`config.mk`:
```
export PLATFORM = sky130hd
export DESIGN_NAME = muldiv_unit_flat
export DESIGN_NICKNAME = d
export VERILOG_FILES = /design/src/rtl/muldiv_unit_if.sv /design/src/rtl/muldiv_unit.sv /design/src/flat_wrapper.sv
export SDC_FILE = /design/constraint.sdc
export NUM_CORES = 1
export LEC_CHECK = 0
export CELL_PAD_IN_SITES_DETAIL_PLACEMENT = 1
export CELL_PAD_IN_SITES_GLOBAL_PLACEMENT = 1
export CORE_MARGIN = 4
export CORE_UTILIZATION = 44
export CTS_CLUSTER_DIAMETER = 200
export DETAILED_ROUTE_END_ITERATION = 10
export DONT_BUFFER_PORTS = 1
export GPL_TIMING_DRIVEN = 1
export HOLD_SLACK_MARGIN = 0.05
export PLACE_DENSITY = 0.71
export SETUP_SLACK_MARGIN = 0.2
export SYNTH_ARGS = -nofsm -noshare
export SYNTH_HDL_FRONTEND = slang
export SYNTH_SLANG_ARGS = --single-unit
```
`constraint.sdc`:
```
create_clock -name clk -period 6.8 [get_ports clk]
set_clock_uncertainty 0.15 [all_clocks]
set_input_delay 1.02 -clock clk [delete_from_list [all_inputs] [get_ports clk]]
set_output_delay 1.02 -clock clk [all_outputs]
set_load 0.02 [all_outputs]
```
`src/rtl/muldiv_unit_if.sv`:
```
// Handshake and result bus of the iterative multiply/divide unit.
interface muldiv_unit_if #(
    parameter int WIDTH = 32
);
    logic             start;
    logic [2:0]       op;
    logic [WIDTH-1:0] A;
    logic [WIDTH-1:0] B;
    logic             busy;
    logic             done;
    logic             div_by_zero;
    logic [WIDTH-1:0] hi;
    logic [WIDTH-1:0] lo;

    modport master (
        output start, op, A, B,
        input  busy, done, div_by_zero, hi, lo
    );

    modport slave (
        input  start, op, A, B,
        output busy, done, div_by_zero, hi, lo
    );
endinterface

```
`src/rtl/muldiv_unit.sv`:
```
// Iterative HI/LO multiply/divide unit: one bit per cycle shift-add multiply
// and restoring divide on operand magnitudes, with signs applied in FIX.
module muldiv_unit #(
    parameter int WIDTH = 32
) (
    input  logic          clk,
    input  logic          reset,
    muldiv_unit_if.slave  bus
);

    localparam int CW = $clog2(WIDTH) + 1;

    typedef enum logic [1:0] {
        IDLE,
        CALC,
        FIX
    } state_t;

    state_t state, state_next;

    logic [2*WIDTH-1:0] work;
    logic [WIDTH-1:0]   opnd;
    logic [CW-1:0]      iter_cnt;
    logic               is_div;
    logic               neg_main;
    logic               neg_rem;
    logic               dbz_pending;
    logic [WIDTH-1:0]   hi_q;
    logic [WIDTH-1:0]   lo_q;
    logic               done_q;
    logic               dbz_q;

    logic busy_c, load_op, step_op, commit_op, move_hi, move_lo;

    logic               signed_op;
    logic               sign_a;
    logic               sign_b;
    logic [WIDTH-1:0]   mag_a;
    logic [WIDTH-1:0]   mag_b;
    logic [WIDTH:0]     mul_sum;
    logic [2*WIDTH-1:0] mul_next;
    logic [WIDTH:0]     div_trial;
    logic [2*WIDTH-1:0] div_next;
    logic [2*WIDTH-1:0] prod_signed;
    logic [WIDTH-1:0]   quo_signed;
    logic [WIDTH-1:0]   rem_signed;

    // Operand magnitudes at acceptance; unsigned ops never see a sign bit.
    always_comb begin
        signed_op = ~bus.op[0];
        sign_a    = signed_op & bus.A[WIDTH-1];
        sign_b    = signed_op & bus.B[WIDTH-1];
        mag_a     = sign_a ? (~bus.A + 1'b1) : bus.A;
        mag_b     = sign_b ? (~bus.B + 1'b1) : bus.B;
    end

    // One iteration of each algorithm plus the sign fix-up of the final value.
    // Divide keeps remainder in the upper half and the dividend/quotient in the lower half.
    always_comb begin
        mul_sum     = {1'b0, work[2*WIDTH-1:WIDTH]} + (work[0] ? {1'b0, opnd} : '0);
        mul_next    = {mul_sum, work[WIDTH-1:1]};
        div_trial   = {work[2*WIDTH-1:WIDTH], work[WIDTH-1]} - {1'b0, opnd};
        div_next    = div_trial[WIDTH] ? {work[2*WIDTH-2:0], 1'b0}
                                       : {div_trial[WIDTH-1:0], work[WIDTH-2:0], 1'b1};
        prod_signed = neg_main ? (~work + 1'b1) : work;
        quo_signed  = neg_main ? (~work[WIDTH-1:0] + 1'b1) : work[WIDTH-1:0];
        rem_signed  = neg_rem ? (~work[2*WIDTH-1:WIDTH] + 1'b1) : work[2*WIDTH-1:WIDTH];
    end

    // State register.
    always_ff @(posedge clk or posedge reset) begin
        if (reset) begin
            state <= IDLE;
        end else begin
            state <= state_next;
        end
    end

    // Next state: mult/div ops (op[2]==0) leave IDLE; CALC runs WIDTH iterations.
    always_comb begin
        state_next = state;
        case (state)
            IDLE: if (bus.start && !bus.op[2]) state_next = CALC;
            CALC: if (iter_cnt == CW'(WIDTH - 1)) state_next = FIX;
            FIX:  state_next = IDLE;
            default: state_next = IDLE;
        endcase
    end

    // Control strobes decoded from the state and the incoming request.
    always_comb begin
        busy_c    = 1'b0;
        load_op   = 1'b0;
        step_op   = 1'b0;
        commit_op = 1'b0;
        move_hi   = 1'b0;
        move_lo   = 1'b0;
        case (state)
            IDLE: begin
                load_op = bus.start && !bus.op[2];
                move_hi = bus.start && (bus.op == 3'b100);
                move_lo = bus.start && (bus.op == 3'b101);
            end
            CALC: begin
                busy_c  = 1'b1;
                step_op = 1'b1;
            end
            FIX: begin
                busy_c    = 1'b1;
                commit_op = 1'b1;
            end
            default: ;
        endcase
    end

    // Datapath: latch operands, iterate, and commit HI/LO only on the FIX edge.
    always_ff @(posedge clk or posedge reset) begin
        if (reset) begin
            work        <= '0;
            opnd        <= '0;
            iter_cnt    <= '0;
            is_div      <= 1'b0;
            neg_main    <= 1'b0;
            neg_rem     <= 1'b0;
            dbz_pending <= 1'b0;
            hi_q        <= '0;
            lo_q        <= '0;
            done_q      <= 1'b0;
            dbz_q       <= 1'b0;
        end else begin
            done_q <= 1'b0;
            dbz_q  <= 1'b0;
            if (move_hi) hi_q <= bus.A;
            if (move_lo) lo_q <= bus.A;
            if (load_op) begin
                is_div      <= bus.op[1];
                neg_main    <= sign_a ^ sign_b;
                neg_rem     <= sign_a;
                dbz_pending <= bus.op[1] && (bus.B == '0);
                iter_cnt    <= '0;
                if (bus.op[1]) begin
                    opnd <= mag_b;
                    work <= {{WIDTH{1'b0}}, mag_a};
                end else begin
                    opnd <= mag_a;
                    work <= {{WIDTH{1'b0}}, mag_b};
                end
            end
            if (step_op) begin
                work     <= is_div ? div_next : mul_next;
                iter_cnt <= iter_cnt + CW'(1);
            end
            if (commit_op) begin
                done_q <= 1'b1;
                dbz_q  <= dbz_pending;
                if (!is_div) begin
                    hi_q <= prod_signed[2*WIDTH-1:WIDTH];
                    lo_q <= prod_signed[WIDTH-1:0];
                end else if (!dbz_pending) begin
                    hi_q <= rem_signed;
                    lo_q <= quo_signed;
                end
            end
        end
    end

    assign bus.busy        = busy_c;
    assign bus.done        = done_q;
    assign bus.div_by_zero = dbz_q;
    assign bus.hi          = hi_q;
    assign bus.lo          = lo_q;

endmodule

```
`src/flat_wrapper.sv`:
```
// flat-port wrapper written by rule: the top's interface ports become plain ports
module muldiv_unit_flat 
#(
    parameter int WIDTH = 32
)
  (clk, reset, bus_start, bus_op, bus_A, bus_B, bus_busy, bus_done, bus_div_by_zero, bus_hi, bus_lo);
  muldiv_unit_if #(.WIDTH(WIDTH)) bus_i ();
  input  logic clk;
  input  logic reset;
  input wire logic [$bits(bus_i.start)-1:0] bus_start;
  input wire logic [$bits(bus_i.op)-1:0] bus_op;
  input wire logic [$bits(bus_i.A)-1:0] bus_A;
  input wire logic [$bits(bus_i.B)-1:0] bus_B;
  output wire logic [$bits(bus_i.busy)-1:0] bus_busy;
  output wire logic [$bits(bus_i.done)-1:0] bus_done;
  output wire logic [$bits(bus_i.div_by_zero)-1:0] bus_div_by_zero;
  output wire logic [$bits(bus_i.hi)-1:0] bus_hi;
  output wire logic [$bits(bus_i.lo)-1:0] bus_lo;
  assign bus_i.start = bus_start;
  assign bus_i.op = bus_op;
  assign bus_i.A = bus_A;
  assign bus_i.B = bus_B;
  assign bus_busy = bus_i.busy;
  assign bus_done = bus_i.done;
  assign bus_div_by_zero = bus_i.div_by_zero;
  assign bus_hi = bus_i.hi;
  assign bus_lo = bus_i.lo;
  muldiv_unit #(.WIDTH(WIDTH)) u_core (.clk(clk), .reset(reset), .bus(bus_i));
endmodule
```
==> results.ini, run 1 <==
[clock_tree]
cts_buffers=17
cts_num_sinks=174
clock_insertion_delay_worst_skew_ns=0.46
ctsResizeCount=0
clock_tree_from_tritoncts=built
cts_max_path_buffers=2
cts_root_buffer=clkbuf_16
cts.clk_slew.worst_paths_ns=0.08
htreeDepth=4
cts_setup_buffers=0
cts.hold.buffers_added=0

[grt]
grt_pass1_wl_um=96600
overflow=0
grt.total_usage=0.318
grt_antenna_before_repair=1
pin_count_of_the_biggest_net_entering_global_routing=100
via_count_of_the_first_global_routing_pass=15600

[placement]
portBuffers=0
place.gp.congestion=0.932
place.detailed.hpwl_um=48000
pre_cts_ws_ns=2.43

[synth]
synth-main-ff-cell=dfrtp_1
netlist-cell-type-count=80
synth_nets=2141
synth.ff_latch_count=174
synthesis.area_sq_um=16000
synthCells=1997
synth_seq_area_share=0.272
number_of_enable_type_register_cells_in_the_synthesized_netlist=0
asyncSetResetFlopFracSynth=1.00
yosys_warnings=0
post_synth.cell_area_avg_sq_um=8.00

[routing]
drt-total-wl_um=63200
detail_route.iter0.violations=1271
pre_repair_dr_iteration_count=5
detail_route.wl_per_cell_um=26.7
via_count=15400
ant_nets=0
drt_drc_violations_left=0
avgViaCountPerCell=6.52

[setup_path]
critical_path.startpoint_type=register
worstPathRequired_ns=6.94
critical_path.max_fanout=30
worstSetupEndpointType=register
timing.critical_path.cells=inv_1 -> buf_4 -> nor2_1 -> ha_1 -> a2111oi_0 -> o21ai_0 -> a41oi_1 -> o21ai_0 -> a31oi_1 -> o31ai_1 -> a31oi_1 -> xnor2_1 -> o221ai_1
critPathMaxStageDelay_ns=0.64
crit_arrival_ns=4.60
buf_inv_stages_crit_path=2
critPathKind=register to register
cpLargestDelayFamily=compound AO/OA/AOI/OAI gates
cpMaxStageDelayCell=a41oi_1

[power_and_ir_drop]
total_leakage_power_nw=6.93
power_per_cell_area_nw_per_um2=535
vdd.ir_drop.worst_mv=0.275

[sta]
transition_time_at_the_pin_with_the_least_slew_margin_ns=1.12
clock.fmax_mhz=224
setup-tns-final_ns=0
finalCriticalPeriod_ns=4.46
slew_viol_final=0
period_share=0.656
relSlewSlack=0.250
fin_ws_ns=2.34
grt_setup_unrepaired=no
setup_violations=0
fin_hold_ws_ns=0.332
hold_violations=0

[die]
placementRows=69
fp.dieH_um=199
ios=137
floorplan.die.width_um=199
floorplan.die_area_sq_um=39400
core-area_sq_um=35700
floorplan.initialDensity=0.447

[cells_and_area]
nNetsFinal=2038
drive_above_1_share=0.0551
area_delta_synth_final_pct=5.13
antenna-diode-count=0

[run]
drv_cap=0

[run_status]
result_of_the_run=completed

[min_path]
timing.hold.worst.class=register to register

[metal layers]
metal	GRT usage	up-vias	wire (um)
met5	0	-	0
met1	0.422	7697	27400
li1	-	7084	-
met2	0.496	518	28100
met4	0.145	0	3110
met3	0.0725	129	4610
[cells by family after synthesis]
| kind of cell | share of synthesized area |
|---|---|
| AOI/OAI and AO/OA | 0.253 |
| xor gates and xnor gates | 0.0926 |
| adders and majority gates | 0.0589 |
| buffers and inverters | 0.0528 |
| DFF | 0.272 |
| muxes | 0.0930 |
| and+or+nand+nor | 0.178 |
[worst min-delay path, delay by kind of cell, from the launching register on]
kind	cells	cell delay [ns]
and+or+nand+nor	1	0.04
DFF	1	0.34
AOI/OAI and AO/OA	1	0.06
[cell usage in the layout (no fill, tap or decap), types with 33 or more instances in the layout]
master      n
nor3_1     42
dfrtp_1   172
xor2_1     72
a22oi_1    33
o21ai_0   177
ha_1       71
inv_1      77
a21oi_1   138
a211oi_1   41
xnor2_1    96
nand2_1   222
nor2_1    129
mux2i_1   126
[flip-flops by register name, indices dropped and copies added, names as in the netlist]
name / flops
u_core.state: 2
u_core.bus.done: 1
u_core.bus.hi: 32
u_core.work: 64
u_core.bus.lo: 32
u_core.neg_main: 1
u_core.dbz_pending: 1
u_core.neg_rem: 1
u_core.opnd: 32
u_core.is_div: 1
u_core.iter_cnt: 6
u_core.bus.div_by_zero: 1
[synthesized netlist by cell type, types with 5 or more instances]
| cell | count | share of area |
|---|---|---|
| nand2_1 | 224 | 0.053 |
| o21ai_0 | 177 | 0.055 |
| dfrtp_1 | 174 | 0.27 |
| a21oi_1 | 138 | 0.043 |
| nor2_1 | 131 | 0.031 |
| mux2i_1 | 126 | 0.079 |
| clkbuf_1 | 113 | 0.027 |
| xnor2_1 | 96 | 0.053 |
| inv_1 | 78 | 0.018 |
| xor2_1 | 73 | 0.040 |
| ha_1 | 72 | 0.056 |
| nor3_1 | 42 | 0.013 |
| a211oi_1 | 41 | 0.019 |
| a22oi_1 | 33 | 0.015 |
| o211ai_1 | 30 | 0.014 |
| a21o_1 | 26 | 0.012 |
| o221ai_1 | 26 | 0.014 |
| o31ai_1 | 24 | 0.011 |
| or3_1 | 24 | 0.0094 |
| nand3_1 | 23 | 0.0072 |
| nand2b_1 | 22 | 0.0086 |
| nor2b_1 | 21 | 0.0082 |
| mux2_2 | 20 | 0.014 |
| buf_1 | 19 | 0.0045 |
| nor4_1 | 17 | 0.0067 |
| o41ai_1 | 16 | 0.0088 |
| nand4_1 | 15 | 0.0059 |
| a31oi_1 | 14 | 0.0055 |
| and2_1 | 13 | 0.0051 |
| or4_1 | 13 | 0.0061 |
| o21a_1 | 12 | 0.0056 |
| a221oi_1 | 11 | 0.0060 |
| o22ai_1 | 10 | 0.0039 |
| nand3b_1 | 9 | 0.0042 |
| buf_2 | 7 | 0.0022 |
| a31o_2 | 6 | 0.0033 |
| or2_2 | 6 | 0.0023 |
| a2111oi_0 | 5 | 0.0027 |
| and3_1 | 5 | 0.0020 |
| nor3b_1 | 5 | 0.0023 |
| o21bai_1 | 5 | 0.0023 |
[final timing paths]
check                      slack, ns                        start  depth (start not counted)                           to
min in group asynchronous       0.37                        reset                          1  u_core.bus.hi[11]$_DFF_PP0_
max in group asynchronous       5.05                        reset                          2    u_core.is_div$_DFFE_PP0P_
setup reg to reg                2.34   u_core.work[0]$_DFFE_PP0P_                         13  u_core.work[54]$_DFFE_PP0P_
hold reg to reg                 0.33  u_core.opnd[26]$_DFFE_PP0P_                          2  u_core.opnd[26]$_DFFE_PP0P_
setup / recovery                2.34   u_core.work[0]$_DFFE_PP0P_                         13  u_core.work[54]$_DFFE_PP0P_
hold / removal                  0.33  u_core.opnd[26]$_DFFE_PP0P_                          2  u_core.opnd[26]$_DFFE_PP0P_
[power by group]
group | switching [W] | total [W] | internal, W
sequential | 0.000947 | 0.00245 | 0.00151
combinational | 0.00335 | 0.00551 | 0.00216
clock | 0.000477 | 0.00102 | 0.000541
total | 0.00478 | 0.00898 | 0.00421
[cell type report]
cell class,count,area (sq um)
Fill cell,4345,18900
Multi-Input combinational cell,1603,10800
Sequential cell,174,4360
Tap cell,461,577
Clock buffer,23,478
Inverter,79,302
Timing Repair Buffer,19,155
Clock inverter,9,98.8
[per-stage QoR]
stage	area, sq um	total power, W	std cells	utilization
finish	16800	0.00898	2368	0.470
floorplan	16000	0.00632	1997	-
global placement	16200	0.00773	2336	0.454
global route	16800	0.00966	2368	0.470
detailed placement	16200	0.00788	2336	0.454
CTS	16800	0.00893	2368	0.470
(Power assumes the default switching activity.)
==> inputs of run 2 (changes only) <==
- clock period: 6.8 -> 4.6 ns (I/O delays scaled with it)
==> results.ini, run 2 (synthesis gave the netlist of run 1 again) <==
[clock_tree]
htreeDepth=4
cts_root_buffer=clkbuf_16
cts.clk_slew.worst_paths_ns=0.08
clock_tree_from_tritoncts=built
ctsResizeCount=0
cts_buffers=17
cts_num_sinks=174
cts_max_path_buffers=2
clock_insertion_delay_worst_skew_ns=0.47

[sta]
hold_violations=0
transition_time_at_the_pin_with_the_least_slew_margin_ns=1.11
fin_hold_ws_ns=0.150
grt_setup_unrepaired=no
clock.fmax_mhz=251
fin_ws_ns=0.622
period_share=0.865
finalCriticalPeriod_ns=3.98
slew_viol_final=0
setup_violations=0
setup-tns-final_ns=0
relSlewSlack=0.260

[setup_path]
critPathKind=register to register
worstSetupEndpointType=register
worstPathRequired_ns=4.78
crit_arrival_ns=4.16
critical_path.max_fanout=19
timing.rr.start=u_core.work[0]$_DFFE_PP0P_
reg2reg_slack_ns=0.62
timing.reg2reg.worst_path_depth=13
reg2reg_to=u_core.work[60]$_DFFE_PP0P_
critical_path.startpoint_type=register

[die]
placementRows=69
floorplan.die_area_sq_um=39400
ios=137
fp.dieH_um=199
floorplan.die.width_um=199
floorplan.initialDensity=0.447
core-area_sq_um=35700

[routing]
via_count=15700
pre_repair_dr_iteration_count=5
drt-total-wl_um=64700
avgViaCountPerCell=6.50
ant_nets=0
detail_route.wl_per_cell_um=26.9
detail_route.iter0.violations=1105
drt_drc_violations_left=0

[placement]
place.detailed.hpwl_um=49500
place.gp.congestion=0.957
pre_cts_ws_ns=0.674
portBuffers=0

[cells_and_area]
drive_above_1_share=0.0750
nNetsFinal=2077
largest_register_ff_count=64
layout_common_cells=nand2_1 (222), o21ai_0 (177), dfrtp_1 (172), a21oi_1 (138), nor2_1 (129)
area_delta_synth_final_pct=7.22
final_common_cell=nand2_1
registers.top_by_ff_count=u_core.work
fillerInstances=4310
core_occupancy_in_the_finished_layout=0.480

[grt]
met3_usage=0.0623
overflow=0
grt_peak_use_layer=met2
grt_pass1_wl_um=98700
grt_antenna_before_repair=1
global_route.usage.met2=0.498
pin_count_of_the_biggest_net_entering_global_routing=91
gr-usage-met1=0.450
via_count_of_the_first_global_routing_pass=15800
grt.total_usage=0.324

[min_path]
holdCritStartpoint=bus_op[0]
hold_end=u_core.neg_main$_DFFE_PP0P_
holdPathStages=1
timing.hold.worst.class=primary input to register

[power_and_ir_drop]
power_frac_comb=0.636
power_report.internal_total_w=0.00637
total_leakage_power_nw=7.14
power.sequential.fraction=0.251
pwr-share-clk=0.113
power_per_cell_area_nw_per_um2=792
swShare=0.531
vdd.ir_drop.worst_mv=0.348
switching_power_w=0.00720

[run]
drv_cap=0

[run_status]
result_of_the_run=completed

==> run 2: layout make-up <==
type                    count  area (sq um)  share of cell area
diodes                      2          5.00            0.000292
clock buffers              20           467              0.0272
clock inverters            12           121             0.00708
inverters                  79           300              0.0175
multi-input cells        1603         10800               0.632
flip-flops and latches    174          4360               0.254
well taps                 461           577              0.0337
repair buffers             58           475              0.0277
==> run 2: power groups by stage <==
stage	combinational, W	clock, W	sequential, W
after floorplan	0.00633	0	0.00301
after global placement	0.00824	0	0.00338
after detailed placement	0.00847	0	0.00341
after CTS	0.00852	0.00155	0.00338
after global routing	0.00947	0.00160	0.00349
final	0.00864	0.00153	0.00341
==> run 2: through the flow <==
stage,instance area [sq um],instances,total power (W)
after floorplan,16000,1997,0.00934
after global placement,16500,2374,0.0116
after detailed placement,16500,2374,0.0119
after CTS,17100,2407,0.0135
after global routing,17100,2407,0.0146
final,17100,2409,0.0136
==> run 2: what timing repair did <==
| action | in CTS | in global routing |
|---|---|---|
| endpoints found under the hold margin | 24 | 0 |
| setup buffers | 0 | 0 |
| hold buffers | 1 | 0 |
==> run 2: worst max-delay path by stage <==
stage	startpoint	to	slack, ns	cells past startpoint
6_report	u_core.work[0]$_DFFE_PP0P_	u_core.work[60]$_DFFE_PP0P_	0.62	13
5_1_grt	u_core.work[39]$_DFFE_PP0P_	u_core.work[57]$_DFFE_PP0P_	0.37	11
4_1_cts	u_core.work[31]$_DFFE_PP0P_	u_core.work[57]$_DFFE_PP0P_	0.63	13
3_5_place_dp	u_core.work[31]$_DFFE_PP0P_	u_core.work[54]$_DFFE_PP0P_	0.67	13
3_3_place_gp	u_core.work[31]$_DFFE_PP0P_	u_core.work[54]$_DFFE_PP0P_	0.80	13
2_1_floorplan	u_core.work[31]$_DFFE_PP0P_	u_core.work[54]$_DFFE_PP0P_	1.28	13
==> run 2: layer usage <==
layer	share of wire	up-vias
met5	0.00022	-
met4	0.040	2
met3	0.079	113
met2	0.44	585
met1	0.44	7818
li1	-	7151
==> run 2: worst max-delay path, cell delays in order (launching register included) <==
cell	delay (ns)
dfrtp_1	0.45
inv_1	0.12
buf_4	0.28
buf_4	0.25
nor2_1	0.09
ha_1	0.37
a21oi_1	0.27
o21ai_0	0.15
a2111oi_0	0.57
o211ai_1	0.27
a311o_1	0.35
a21oi_1	0.20
xor2_1	0.18
o221ai_1	0.14
